### src/rtl/seq_chunk_adder_pkg.sv
// +--------------------------------------------------------------------------+
// | adder_pkg                                                                |
// | Shared state encoding and sizing helpers for the sequential chunk adder. |
// | Revision: 1.0                                                            |
// +--------------------------------------------------------------------------+
`default_nettype none

package adder_pkg;

    localparam logic [0:0] c_ST_IDLE = 1'b0;
    localparam logic [0:0] c_ST_BUSY = 1'b1;

    function automatic int num_chunks(input int width, input int chunk);
        return width / chunk;
    endfunction

    // A single-chunk configuration still needs a one-bit index register.
    function automatic int idx_width(input int n);
        return (n <= 1) ? 1 : $clog2(n);
    endfunction

endpackage

`default_nettype wire

### src/rtl/seq_chunk_adder_chunk.sv
// +--------------------------------------------------------------------------+
// | chunk_adder / full_adder                                                 |
// | CHUNK-bit ripple adder built from one-bit full-adder cells.              |
// | Revision: 1.0                                                            |
// +--------------------------------------------------------------------------+
`default_nettype none

module full_adder (
    input  logic i_a,
    input  logic i_b,
    input  logic i_ci,
    output logic o_s,
    output logic o_co
);
    assign o_s  = i_a ^ i_b ^ i_ci;
    assign o_co = (i_a & i_b) | (i_ci & (i_a ^ i_b));
endmodule

module chunk_adder #(
    parameter int CHUNK = 8
) (
    input  logic [CHUNK-1:0] i_a,
    input  logic [CHUNK-1:0] i_b,
    input  logic             i_cin,
    output logic [CHUNK-1:0] o_sum,
    output logic             o_cout,
    output logic             o_c_msb
);
    logic [CHUNK:0] w_c;

    assign w_c[0] = i_cin;

    generate
        for (genvar gi = 0; gi < CHUNK; gi++) begin : g_bit
            full_adder u_fa (
                .i_a  (i_a[gi]),
                .i_b  (i_b[gi]),
                .i_ci (w_c[gi]),
                .o_s  (o_sum[gi]),
                .o_co (w_c[gi+1])
            );
        end
    endgenerate

    // Carry into the top bit feeds signed-overflow detection in the caller.
    assign o_cout  = w_c[CHUNK];
    assign o_c_msb = w_c[CHUNK-1];
endmodule

`default_nettype wire

### src/rtl/seq_chunk_adder.sv
// +--------------------------------------------------------------------------+
// | seq_chunk_adder                                                          |
// | Multi-cycle add/subtract, CHUNK bits per clock, start/done handshake.    |
// | Revision: 1.0                                                            |
// +--------------------------------------------------------------------------+
`default_nettype none

module seq_chunk_adder
    import adder_pkg::*;
#(
    parameter int WIDTH = 32,
    parameter int CHUNK = 8
) (
    input  logic             clk,
    input  logic             rst_n,
    input  logic             start,
    input  logic             sub,
    input  logic [WIDTH-1:0] a,
    input  logic [WIDTH-1:0] b,
    input  logic             cin,
    output logic             ready,
    output logic             done,
    output logic [WIDTH-1:0] sum,
    output logic             cout,
    output logic             ovf
);
    localparam int              N      = num_chunks(WIDTH, CHUNK);
    localparam int              IDX_W  = idx_width(N);
    localparam logic [IDX_W-1:0] c_LAST = IDX_W'(N - 1);

    generate
        if ((WIDTH % CHUNK) != 0) begin : g_bad_chunk
            $error("seq_chunk_adder: WIDTH must be a multiple of CHUNK");
        end
    endgenerate

    logic [0:0]       r_state;
    logic [0:0]       w_state_nxt;
    logic [WIDTH-1:0] r_a;
    logic [WIDTH-1:0] r_b;
    logic [WIDTH-1:0] r_acc;
    logic [WIDTH-1:0] r_sum;
    logic             r_carry;
    logic [IDX_W-1:0] r_idx;
    logic             r_done;
    logic             r_cout;
    logic             r_ovf;

    logic             w_accept;
    logic             w_step;
    logic             w_last;
    logic [CHUNK-1:0] w_a_chunk;
    logic [CHUNK-1:0] w_b_chunk;
    logic [CHUNK-1:0] w_chunk_sum;
    logic             w_chunk_cout;
    logic             w_chunk_cmsb;
    logic [WIDTH-1:0] w_acc_nxt;

    always_ff @(posedge clk or negedge rst_n) begin
        if (!rst_n) begin
            r_state <= c_ST_IDLE;
        end else begin
            r_state <= w_state_nxt;
        end
    end

    always_comb begin
        w_state_nxt = r_state;
        case (r_state)
            c_ST_IDLE: if (start)  w_state_nxt = c_ST_BUSY;
            c_ST_BUSY: if (w_last) w_state_nxt = c_ST_IDLE;
            default:               w_state_nxt = c_ST_IDLE;
        endcase
    end

    always_comb begin
        ready    = (r_state == c_ST_IDLE);
        w_accept = (r_state == c_ST_IDLE) && start;
        w_step   = (r_state == c_ST_BUSY);
        w_last   = (r_state == c_ST_BUSY) && (r_idx == c_LAST);
    end

    assign w_a_chunk = r_a[r_idx*CHUNK +: CHUNK];
    assign w_b_chunk = r_b[r_idx*CHUNK +: CHUNK];

    chunk_adder #(
        .CHUNK (CHUNK)
    ) u_chunk (
        .i_a     (w_a_chunk),
        .i_b     (w_b_chunk),
        .i_cin   (r_carry),
        .o_sum   (w_chunk_sum),
        .o_cout  (w_chunk_cout),
        .o_c_msb (w_chunk_cmsb)
    );

    // The completion edge publishes the accumulator including the chunk being written now.
    always_comb begin
        w_acc_nxt = r_acc;
        w_acc_nxt[r_idx*CHUNK +: CHUNK] = w_chunk_sum;
    end

    always_ff @(posedge clk or negedge rst_n) begin
        if (!rst_n) begin
            r_a     <= '0;
            r_b     <= '0;
            r_acc   <= '0;
            r_sum   <= '0;
            r_carry <= 1'b0;
            r_idx   <= '0;
            r_done  <= 1'b0;
            r_cout  <= 1'b0;
            r_ovf   <= 1'b0;
        end else begin
            r_done <= 1'b0;
            if (w_accept) begin
                r_a     <= a;
                r_b     <= sub ? ~b : b;
                r_carry <= sub ? 1'b1 : cin;
                r_idx   <= '0;
            end else if (w_step) begin
                r_acc   <= w_acc_nxt;
                r_carry <= w_chunk_cout;
                if (w_last) begin
                    r_idx  <= '0;
                    r_sum  <= w_acc_nxt;
                    r_cout <= w_chunk_cout;
                    r_ovf  <= w_chunk_cmsb ^ w_chunk_cout;
                    r_done <= 1'b1;
                end else begin
                    r_idx  <= r_idx + IDX_W'(1);
                end
            end
        end
    end

    assign done = r_done;
    assign sum  = r_sum;
    assign cout = r_cout;
    assign ovf  = r_ovf;

endmodule

`default_nettype wire

### config.mk
export PLATFORM = sky130hd
export DESIGN_NAME = seq_chunk_adder
export DESIGN_NICKNAME = d
export VERILOG_FILES = /design/src/rtl/seq_chunk_adder_pkg.sv /design/src/rtl/seq_chunk_adder_chunk.sv /design/src/rtl/seq_chunk_adder.sv
export SDC_FILE = /design/constraint.sdc
export NUM_CORES = 1
export LEC_CHECK = 0
export CAP_MARGIN = 20
export CORE_MARGIN = 2
export CORE_UTILIZATION = 70
export CTS_BUF_LIST = sky130_fd_sc_hd__clkbuf_2
export CTS_CLUSTER_SIZE = 14
export DETAILED_ROUTE_END_ITERATION = 8
export DONT_BUFFER_PORTS = 1
export PLACE_DENSITY = 0.9
export SYNTH_ARGS = -nofsm -noshare
export SYNTH_HDL_FRONTEND = slang
export SYNTH_SLANG_ARGS = --single-unit
### constraint.sdc
create_clock -name clk -period 6.88 [get_ports clk]
set_clock_uncertainty 0.15 [all_clocks]
set_input_delay 1.376 -clock clk [delete_from_list [all_inputs] [get_ports clk]]
set_output_delay 1.376 -clock clk [all_outputs]
set_load 0.005 [all_outputs]
==> summary.md, run 1 <==
| Metric | Value |
|---|---|
| Status | finished, final reports clean |
| Critical-path cell list | mux4_2 -> inv_1 -> fa_1 -> fa_1 -> fa_1 -> fa_1 -> fa_1 -> inv_1 -> fa_1 -> inv_1 -> fa_1 -> inv_1 -> fa_1 -> a221oi_1 -> nor2_1 |
| Die area | 0.00925 mm^2 |
| Nets | 582 |
| CP Capture Type | flop |
| Most frequent cells in the layout | 127 x dfrtp_1, 76 x nand2_1, 50 x o21ai_0, 40 x inv_1 |
| H-tree depth | 4 |
| Sequential element share of the synthesized area | 53.4% |
| Worst Path Required | 7.28 ns |
| Final non-filler cell total | 618 |
| Core ar. | 0.00822 mm^2 |
| All-Layer GR Usage | 30.3% |
| Most used cell, CP | fa_1 |
| # hold bufs at CTS | 0 |
| Drt total wl | 12.9 mm |
| R2r endpoint | sum[7] |
| Yosys cell types | 36 |
| Clock buffer depth | 2 |
| Net count after synthesis | 595 |
| Warnings from Yosys | 0 |
| Port Buffer Count | 0 |
| P&R area growth vs syn | 4.12% |
| Io pins | 105 |
| First-pass DRT Iterations | 7 |
| Fmax | 189 MHz |
| Rows | 33 |
| Starting density of the core | 72.4% |
| P_leak | 0.00268 uW |
| Combinational power share | 47.2% |
| Commonest non-fill, non-tap cell in the layout | dfrtp_1 |
| Post-synth EDFFs | 0 |
| Vias in the first global route | 4010 |
| Critical Path Source Type | flop |
| P_int | 2000 uW |
| Power share of the clock group | 14.8% |
| Critical-path top delay cell | dfrtp_1 |
| Iteration-0 DRC count of the detailed router | 293 |
| Setup tns final | 0 ns |
| DR WL/cell | 20.9 um |
| Reg clk slew, reported paths | 0.21 ns |
| DIE WIDTH | 96.2 um |
| Number of remaining DRC errors | 0 |
| Root Buffer | clkbuf_2 |
| Share of post-route cells with drive strength above 1 | 18.3% |
| Final Hold Viols | 0 |
| Slew Limit Fails | 0 |
| Largest net degree at the start of global routing | 128 |
| # resized after CTS | 0 |
| Fin crit period | 5.29 ns |
| Min-delay worst type | in2async |
| Post-synthesis register bit count | 127 |
| Net Switching | 1550 uW |
| CTS Buf Count | 17 |
| R2r startpoint | r_idx[1] |
| Period Utilization, post-route | 76.9% |
| CP max stage delay | 0.94 ns |
| MaxCap Viol Count | 0 |
| Wire length of the first global-routing pass | 20.3 mm |
| Post-CTS Setup Inserts | 0 |
| Crit-path max FO | 20 |
| Final Setup Violations | 0 |
| Gr ovfl total | 0 |
| PwrDens | 573 mW/mm^2 |
| Detail Route Antenna Nets | 0 |
| Switch share | 43.6% |
| Syn_area_per_cell | 11.6 um^2 |
| RSZ-0062 raised after global routing | no |
| Ant diodes | 0 |
| Mapped Cells | 513 |
| Initial antenna violation count | 0 |
| Via count | 3889 |
| Critical Path AT | 5.69 ns |
| R2R setup slack | 1.59 ns |
| Vias/cell | 6.29 |
| Post-DP HPWL | 8.80 mm |
| Dpl cells | 586 |
| GP Congestion | 0.903 |
| CTS tree | built |
| Ys async rst share | 100% |
| CTS sink cnt | 127 |
| Peak VDD IR | 0.000397 V |
| Setup Crit Path Kind | reg2reg |
| Primary FF master, synth | dfrtp_1 |
| Synthesized cell area | 0.00595 mm^2 |
| Slew Limit Headroom | 39.0% |
| Clock latency on the worst-skew pair | 0.68 ns |
| Height of the die | 96.2 um |
| R2R depth | 15 |
| Worst-margin pin slew | 0.916 ns |
| Sequential share of power | 38.0% |
==> flip-flops by register name, indices dropped and copies added (netlist names) <==
| register | cells |
|---|---|
| sum | 32 |
| r_a | 32 |
| ovf | 1 |
| done | 1 |
| r_carry | 1 |
| r_acc | 24 |
| cout | 1 |
| r_idx | 2 |
| r_state | 1 |
| r_b | 32 |
==> worst max-delay path by stage <==
stage | startpoint | end | slack (ns) | depth (start not counted)
6_report | r_idx[1] | sum[7] | 1.59 | 15
5_1_grt | r_idx[1] | sum[15] | 1.36 | 16
4_1_cts | r_idx[1] | sum[7] | 1.62 | 15
3_5_place_dp | r_idx[1] | sum[15] | 1.66 | 16
3_3_place_gp | r_idx[1] | sum[15] | 1.87 | 16
2_1_floorplan | r_idx[0] | sum[15] | 2.18 | 18
==> logic make-up (layout without fill, tap and decap cells) <==
group | Yosys count | in the layout | synth area share [%]
muxes | 48 | 48 | 12.1
xor gates and xnor gates | 33 | 33 | 4.86
buffers and inverters | 75 | 75 | 5.72
AOI/OAI and AO/OA | 112 | 112 | 12.2
adders and majority gates | 13 | 13 | 3.74
DFF | 127 | 127 | 53.4
and+or+nand+nor | 105 | 105 | 7.95
==> Yosys cell counts, drive strengths merged (2+ instances only) <==
master / count / area share (%)
dfrtp: 127 / 53
nand2: 77 / 4.9
o21ai: 66 / 6.1
inv: 42 / 2.7
mux2: 32 / 6.1
xnor2: 32 / 4.7
buf: 29 / 2.8
o21a: 18 / 2.3
o221ai: 18 / 2.7
mux4: 16 / 6.1
nor2: 13 / 0.82
fa: 8 / 2.7
ha: 5 / 1.1
a21oi: 4 / 0.34
a221oi: 4 / 0.59
clkbuf: 4 / 0.25
nand2b: 3 / 0.32
nand4bb: 2 / 0.38
nor4bb: 2 / 0.34
o31ai: 2 / 0.25
==> metrics by stage <==
step / utilization [%] / area (um^2) / setup WS [ns] / total power (uW) / hold slack [ns]
after floorplan: - / 5950 / 2.18 / 2540 / 0.295
after global placement: 71.9 / 5910 / 1.87 / 2900 / 0.306
after detailed placement: 71.9 / 5910 / 1.66 / 3010 / 0.315
after CTS: 75.4 / 6190 / 1.62 / 3540 / 0.185
after global routing: 75.4 / 6190 / 1.36 / 3790 / 0.137
final: 75.4 / 6190 / 1.59 / 3550 / 0.198
==> worst max-delay path, delay by kind of cell, from the launching register on <==
family	cells	cell delay [ns]
fa+ha+maj	8	3.00
buf+inv	4	0.29
flops	1	0.94
compound gates	1	0.36
mux	1	0.35
simple gates	1	0.10
==> final cells by class <==
cell class / count / area [um^2]
Tap cell: 105 / 131
Inverter: 42 / 158
Sequential cell: 127 / 3180
Clock inverter: 14 / 191
Fill cell: 526 / 2020
Multi-Input combinational cell: 311 / 2440
Clock buffer: 18 / 90.1
Timing Repair Buffer: 1 / 7.51
==> layer usage <==
| layer | vias to the layer above | routed length [um] | track usage (%) |
|---|---|---|---|
| met1 | 1946 | 4750 | 37.7 |
| met2 | 185 | 6860 | 51.1 |
| met4 | 0 | 255 | 11.0 |
| met5 | - | 0 | 0 |
| li1 | 1728 | - | - |
| met3 | 30 | 1030 | 8.38 |
==> power groups by stage <==
stage / clock network [uW] / logic [uW] / registers, uW
2_1_floorplan: 0 / 1300 / 1240
3_3_place_gp: 0 / 1560 / 1340
3_5_place_dp: 0 / 1650 / 1360
4_1_cts: 526 / 1670 / 1350
5_1_grt: 559 / 1840 / 1390
6_report: 523 / 1670 / 1350
Power figures use the tool's default switching activity.
==> run 2, diff against run 1 <==
- CORE_UTILIZATION: 70 -> 66
- PLACE_DENSITY: 0.9 -> 0.86
- clock period: 6.88 -> 5.02 ns (I/O delays scaled with it)
==> summary.md, run 2 (synthesis results as in run 1) <==
| Metric | Value |
|---|---|
| Fin crit period | 4.84 ns (-0.448 ns) |
| Number of remaining DRC errors | 0 (unchanged) |
| Port Buffer Count | 0 (unchanged) |
| Height of the die | 98.9 um (+2.9%) |
| Root Buffer | clkbuf_2 |
| P_leak | 0.00271 uW (+0.84%) |
| Final Cell Area | 0.00624 mm^2 (+0.71%) |
| DR WL/cell | 19.6 um (-6.0%) |
| MaxCap Viol Count | 0 (unchanged) |
| Worst Path Required | 5.45 ns (-1.83 ns) |
| Status | finished, final reports clean |
| Via count | 3846 (-1.1%) |
| Nets | 586 (+0.69%) |
| Io pins | 105 (unchanged) |
| R2R setup slack | 0.18 ns (-1.41 ns) |
| First-pass DRT Iterations | 7 (unchanged) |
| Slew Limit Headroom | 37.7% (-1.3 points) |
| CTS sink cnt | 127 (unchanged) |
| Starting density of the core | 68.2% (-4.2 points) |
| Slew Limit Fails | 0 (unchanged) |
| Rows | 34 (+3.0%) |
| Final Setup Violations | 0 (unchanged) |
| R2R depth | 16 (+1) |
| Worst-margin pin slew | 0.935 ns (+0.0188 ns) |
| Reg clk slew, reported paths | 0.21 ns (about the same) |
| Fill count | 573 (+8.9%) |
| CTS tree | built |
| Clock buffer depth | 2 (unchanged) |
| Detail Route Antenna Nets | 0 (unchanged) |
| DIE WIDTH | 98.9 um (+2.9%) |
| Initial antenna violation count | 0 (unchanged) |
| Iteration-0 DRC count of the detailed router | 171 (-42%) |
| Post-CTS Setup Inserts | 0 (unchanged) |
| Most frequent cells in the layout | 127 x dfrtp_1, 76 x nand2_1, 50 x o21ai_0, 40 x inv_1 |
| Setup Crit Path Kind | reg2reg |
| Critical path launch point | r_idx[0] |
| H-tree depth | 4 (unchanged) |
| P&R area growth vs syn | 4.86% |
| Vias/cell | 6.15 (-2.2%) |
| GP Congestion | 0.877 (-2.9%) |
| # resized after CTS | 0 (unchanged) |
| R2r endpoint | sum[15] |
| Fmax | 207 MHz (+9.3%) |
| Share of post-route cells with drive strength above 1 | 19.1% (+0.83 points) |
| Drt total wl | 12.3 mm (-5.0%) |
| Post-DP HPWL | 8.52 mm (-3.2%) |
| Min-delay worst type | in2async |
| Crit-path max FO | 5 (-75%) |
| Commonest non-fill, non-tap cell in the layout | dfrtp_1 |
| Ant diodes | 0 (unchanged) |
| Peak VDD IR | 0.000529 V (+33%) |
| Vias in the first global route | 3959 (-1.3%) |
| Power Total | 4840 uW (+36%) |
| PwrDens | 776 mW/mm^2 (+35%) |
| Critical Path AT | 5.27 ns (-0.42 ns) |
| Die area | 0.00979 mm^2 (+5.8%) |
| Setup tns final | 0 ns (unchanged) |
| Clock latency on the worst-skew pair | 0.68 ns (about the same) |
| Cell Area, Placed | 0.00594 mm^2 (+0.44%) |
| Largest net degree at the start of global routing | 128 (unchanged) |
| Core ar. | 0.00872 mm^2 (+6.1%) |
| Critical Path End | sum[15] |
| CTS Buf Count | 17 (unchanged) |
| All-Layer GR Usage | 26.5% (-3.8 points) |
| R2r startpoint | r_idx[0] |
| Wire length of the first global-routing pass | 20.1 mm (-1.2%) |
| Multi-input logic area | 0.00244 mm^2 (unchanged) |
| Period Utilization, post-route | 96.4% (+20 points) |
| CP Capture Type | flop |
| Gr ovfl total | 0 (unchanged) |
| Flip-flop and latch area | 0.00318 mm^2 (unchanged) |
| Final Hold Viols | 0 (unchanged) |
| # hold bufs at CTS | 1 (+1) |
| RSZ-0062 raised after global routing | no |
| Critical Path Source Type | flop |
run 2: cell count changes in the layout (fill, tap and decap cells not counted), sizes merged:
cell / previous run / this run
clkbuf: 18 / 17
bufinv: 4 / 3
buf: 1 / 5
inv: 43 / 45
run 2: report_power, final:
group / internal (uW) / total (uW) / switching, uW
Sequential: 1490 / 1790 / 307
Clock: 285 / 694 / 409
Combinational: 938 / 2350 / 1410
run 2: worst max-delay path: stages (launching register included):
cell and delay [ns]:
dfrtp_1 0.46, mux4_2 0.35, inv_1 0.06, fa_1 0.42
fa_1 0.40, fa_1 0.40, fa_1 0.40, fa_1 0.37
inv_1 0.08, fa_1 0.16, inv_1 0.06, fa_1 0.40
inv_1 0.08, fa_1 0.45, inv_1 0.20, o221ai_1 0.16
o21a_1 0.17
run 2: worst min path at each step:
| stage | slack [ns] | end | cells past startpoint | startpoint |
|---|---|---|---|---|
| 6_report | 0.07 | done | 1 | rst_n |
| 5_1_grt | 0.12 | r_a[5] | 1 | rst_n |
| 4_1_cts | 0.09 | r_a[6] | 1 | rst_n |
| 3_5_place_dp | 0.32 | r_acc[16] | 2 | r_acc[16] |
| 3_3_place_gp | 0.31 | r_b[15] | 2 | r_b[15] |
| 2_1_floorplan | 0.29 | r_b[16] | 2 | r_b[16] |
run 2: through the flow:
| step | utilization, % | cells | worst slack (ns) | hold WS (ns) |
|---|---|---|---|---|
| 6_report | 71.5 | 625 | 0.181 | 0.0700 |
| 4_1_cts | 71.5 | 625 | 0.199 | 0.0949 |
| 3_5_place_dp | 68.1 | 592 | 0.234 | 0.317 |
| 3_3_place_gp | 68.1 | 592 | 0.418 | 0.307 |
| 5_1_grt | 71.5 | 625 | 0.00855 | 0.117 |
| 2_1_floorplan | - | 513 | 0.320 | 0.295 |
run 2: metal layers:
layer	routed length (um)	vias up	part of all wire (%)	global-route usage [%]
met5	0	-	0	0
met4	142	0	1.2	8.54
met3	1100	14	9.0	8.79
met2	6270	166	51	42.9
met1	4740	1922	39	34.2
li1	-	1744	-	-
run 2: layout make-up:
class                           instances  area share (%)
Inverter                               42            2.53
Tap cell                              108            2.17
Clock inverter                         15            2.99
Sequential cell                       127            51.0
Clock buffer                           17            1.36
Timing Repair Buffer                    5           0.923
Multi-Input combinational cell        311            39.1
==> run 3, diff against run 2 <==
- CORE_ASPECT_RATIO: not set -> 1.5
- CORE_UTILIZATION: 66 -> 42
- PLACE_DENSITY: 0.86 -> not set
==> summary.md, run 3 (synthesis results as in run 1) <==
| Metric | Value |
|---|---|
| CP Capture Type | flop |
| Peak VDD IR | 0.000322 V (-39%) |
| Worst Path Required | 5.47 ns (+0.02 ns) |
| Gr ovfl total | 0 (unchanged) |
| CTS sink cnt | 127 (unchanged) |
| Port Buffer Count | 0 (unchanged) |
| CTS tree | built |
| Status | finished, final reports clean |
| Rows | 53 (+56%) |
| P&R area growth vs syn | 5.76% |
| Slew Limit Headroom | 37.0% (-0.66 points) |
| Starting density of the core | 42.7% (-25 points) |
| Final Cell Area | 0.00629 mm^2 (+0.86%) |
| Die area | 0.0151 mm^2 (+55%) |
| Final Setup Violations | 0 (unchanged) |
| Period Utilization, post-route | 95.0% (-1.4 points) |
| Clock latency on the worst-skew pair | 0.69 ns (about the same) |
| P_leak | 0.00269 uW (-0.52%) |
| DIE WIDTH | 101 um (+2.3%) |
| First-pass DRT Iterations | 4 (-3) |
| Global routing usage on met2 | 30.9% (-12 points) |
| Dpl cells | 647 (+9.3%) |
| CTS Buf Count | 17 (unchanged) |
| Root Buffer | clkbuf_2 |
| Iteration-0 DRC count of the detailed router | 132 (-23%) |
| Combinational power share | 48.3% (-0.3 points) |
| Final non-filler cell total | 681 (+9.0%) |
| DR WL/cell | 19.1 um (-2.7%) |
| MaxCap Viol Count | 0 (unchanged) |
| GP Congestion | 0.840 (-4.2%) |
| Flip-flop and latch area | 0.00318 mm^2 (about the same) |
| Sequential share of power | 37.6% (+0.5 points) |
| Io pins | 105 (unchanged) |
| Core ar. | 0.0139 mm^2 (+60%) |
| Vias in the first global route | 3892 (-1.7%) |
| Post-DP HPWL | 9.10 mm (+6.8%) |
| Setup Crit Path Kind | reg2reg |
| PwrDens | 769 mW/mm^2 (-0.87%) |
| Setup tns final | 0 ns (unchanged) |
| Clock buffer depth | 2 (unchanged) |
| Reg clk slew, reported paths | 0.20 ns (about the same) |
| Final Hold Viols | 0 (unchanged) |
| Wire length of the first global-routing pass | 20.7 mm (+3.1%) |
| Fin crit period | 4.77 ns (-0.0701 ns) |
| Commonest non-fill, non-tap cell in the layout | dfrtp_1 |
| Worst-margin pin slew | 0.944 ns (+0.00986 ns) |
| Number of remaining DRC errors | 0 (unchanged) |
| Share of post-route cells with drive strength above 1 | 19.2% (+0.074 points) |
| Nets | 584 (-0.34%) |
| Most frequent cells in the layout | 126 x dfrtp_1, 76 x nand2_1, 50 x o21ai_0, 40 x inv_1 |
| Min setup slack post-route | 0.251 ns (+0.0701 ns) |
| Min-delay worst type | in2async |
| Switch share | 44.2% (+0.20 points) |
| Net Switching | 2140 uW (+0.43%) |
| Slew Limit Fails | 0 (unchanged) |
| Critical Path Source Type | flop |
| M3 GR Usage | 5.60% (-3.2 points) |
| Crit-path max FO | 5 (unchanged) |
| H-tree depth | 4 (unchanged) |
| Multi-input logic area | 0.00244 mm^2 (unchanged) |
| Fill count | 1326 (+130%) |
| RSZ-0062 raised after global routing | no |
| Initial antenna violation count | 1 (+1) |
| Power share of the clock group | 14.1% (-0.3 points) |
| Met1 usage | 21.4% (-13 points) |
| Largest net degree at the start of global routing | 128 (unchanged) |
| Critical Path AT | 5.22 ns (-0.05 ns) |
| Fmax | 210 MHz (+1.5%) |
| Gr busiest metal | met2 |
| P_int | 2700 uW (-0.37%) |
| Cell Area, Placed | 0.00599 mm^2 (+0.95%) |
| Pre-CTS WS | 0.255 ns (+0.0214 ns) |
| Detail Route Antenna Nets | 0 (unchanged) |
| Post-CTS Setup Inserts | 0 (unchanged) |
| All-Layer GR Usage | 18.2% (-8.3 points) |
| Height of the die | 150 um (+51%) |
| Drt total wl | 13.0 mm (+6.0%) |
| Via count | 3759 (-2.3%) |
| Vias/cell | 5.52 (-10%) |
run 3: repair_timing:
| item | CTS | global route |
|---|---|---|
| gates resized for setup | 0 | 2 |
| hold endpoints to repair | 127 | 0 |
| endpoints found under the setup margin | 0 | 1 |
| hold buffers | 1 | 0 |
run 3: path summary, 6_finish.rpt:
kind                                start   endpoint  slack (ns)  depth (start not counted)
worst min-delay path                rst_n    sum[10]        0.09                          1
worst max register to register   r_idx[0]    sum[15]        0.25                         16
max in group asynchronous           rst_n     r_b[5]        4.15                          1
min in group clk                    a[13]    r_a[13]        0.29                          1
worst min register to register  r_acc[20]  r_acc[20]        0.35                          2
worst max-delay path             r_idx[0]    sum[15]        0.25                         16
run 3: critical path, stage by stage (launching register included):
cell and delay [ns]:
dfrtp_2 0.51, mux4_2 0.35, inv_1 0.06, fa_1 0.40, fa_1 0.39, fa_1 0.39
fa_1 0.40, fa_1 0.37, inv_1 0.08, fa_1 0.16, inv_1 0.05, fa_1 0.39
inv_1 0.09, fa_1 0.44, inv_1 0.16, o221ai_1 0.13, o21a_1 0.16
run 3: cell type report:
type                       count  share of cell area [%]
antenna                        1                  0.0398
clock buffer                  19                    1.51
clock inverter                13                    2.65
inverter                      42                    2.51
multi-input combinational    311                    38.7
sequential                   127                    50.5
tap                          165                    3.28
timing repair buffer           3                   0.736
run 3: metrics by stage:
step / total power [uW] / util, % / hold slack [ns]
final: 4840 / 45.2 / 0.0866
after global routing: 5210 / 45.2 / 0.0698
after CTS: 4890 / 45.1 / 0.0746
after detailed placement: 4190 / 43.0 / 0.317
after global placement: 4110 / 43.0 / 0.308
after floorplan: 3480 / - / 0.295
run 3: metal layers:
| layer | part of all wire, % | wire, um | up-vias |
|---|---|---|---|
| met3 | 6.3 | 825 | 22 |
| met5 | 0 | 0 | - |
| li1 | - | - | 1742 |
| met1 | 39 | 5040 | 1866 |
| met4 | 2.3 | 297 | 0 |
| met2 | 53 | 6830 | 129 |
run 3: power by group through the flow:
stage          combinational, uW  sequential (uW)  clock [uW]
2_1_floorplan               1790             1690           0
3_3_place_gp                2280             1830           0
3_5_place_dp                2340             1850           0
4_1_cts                     2370             1830         700
5_1_grt                     2580             1880         746
6_report                    2340             1820         680
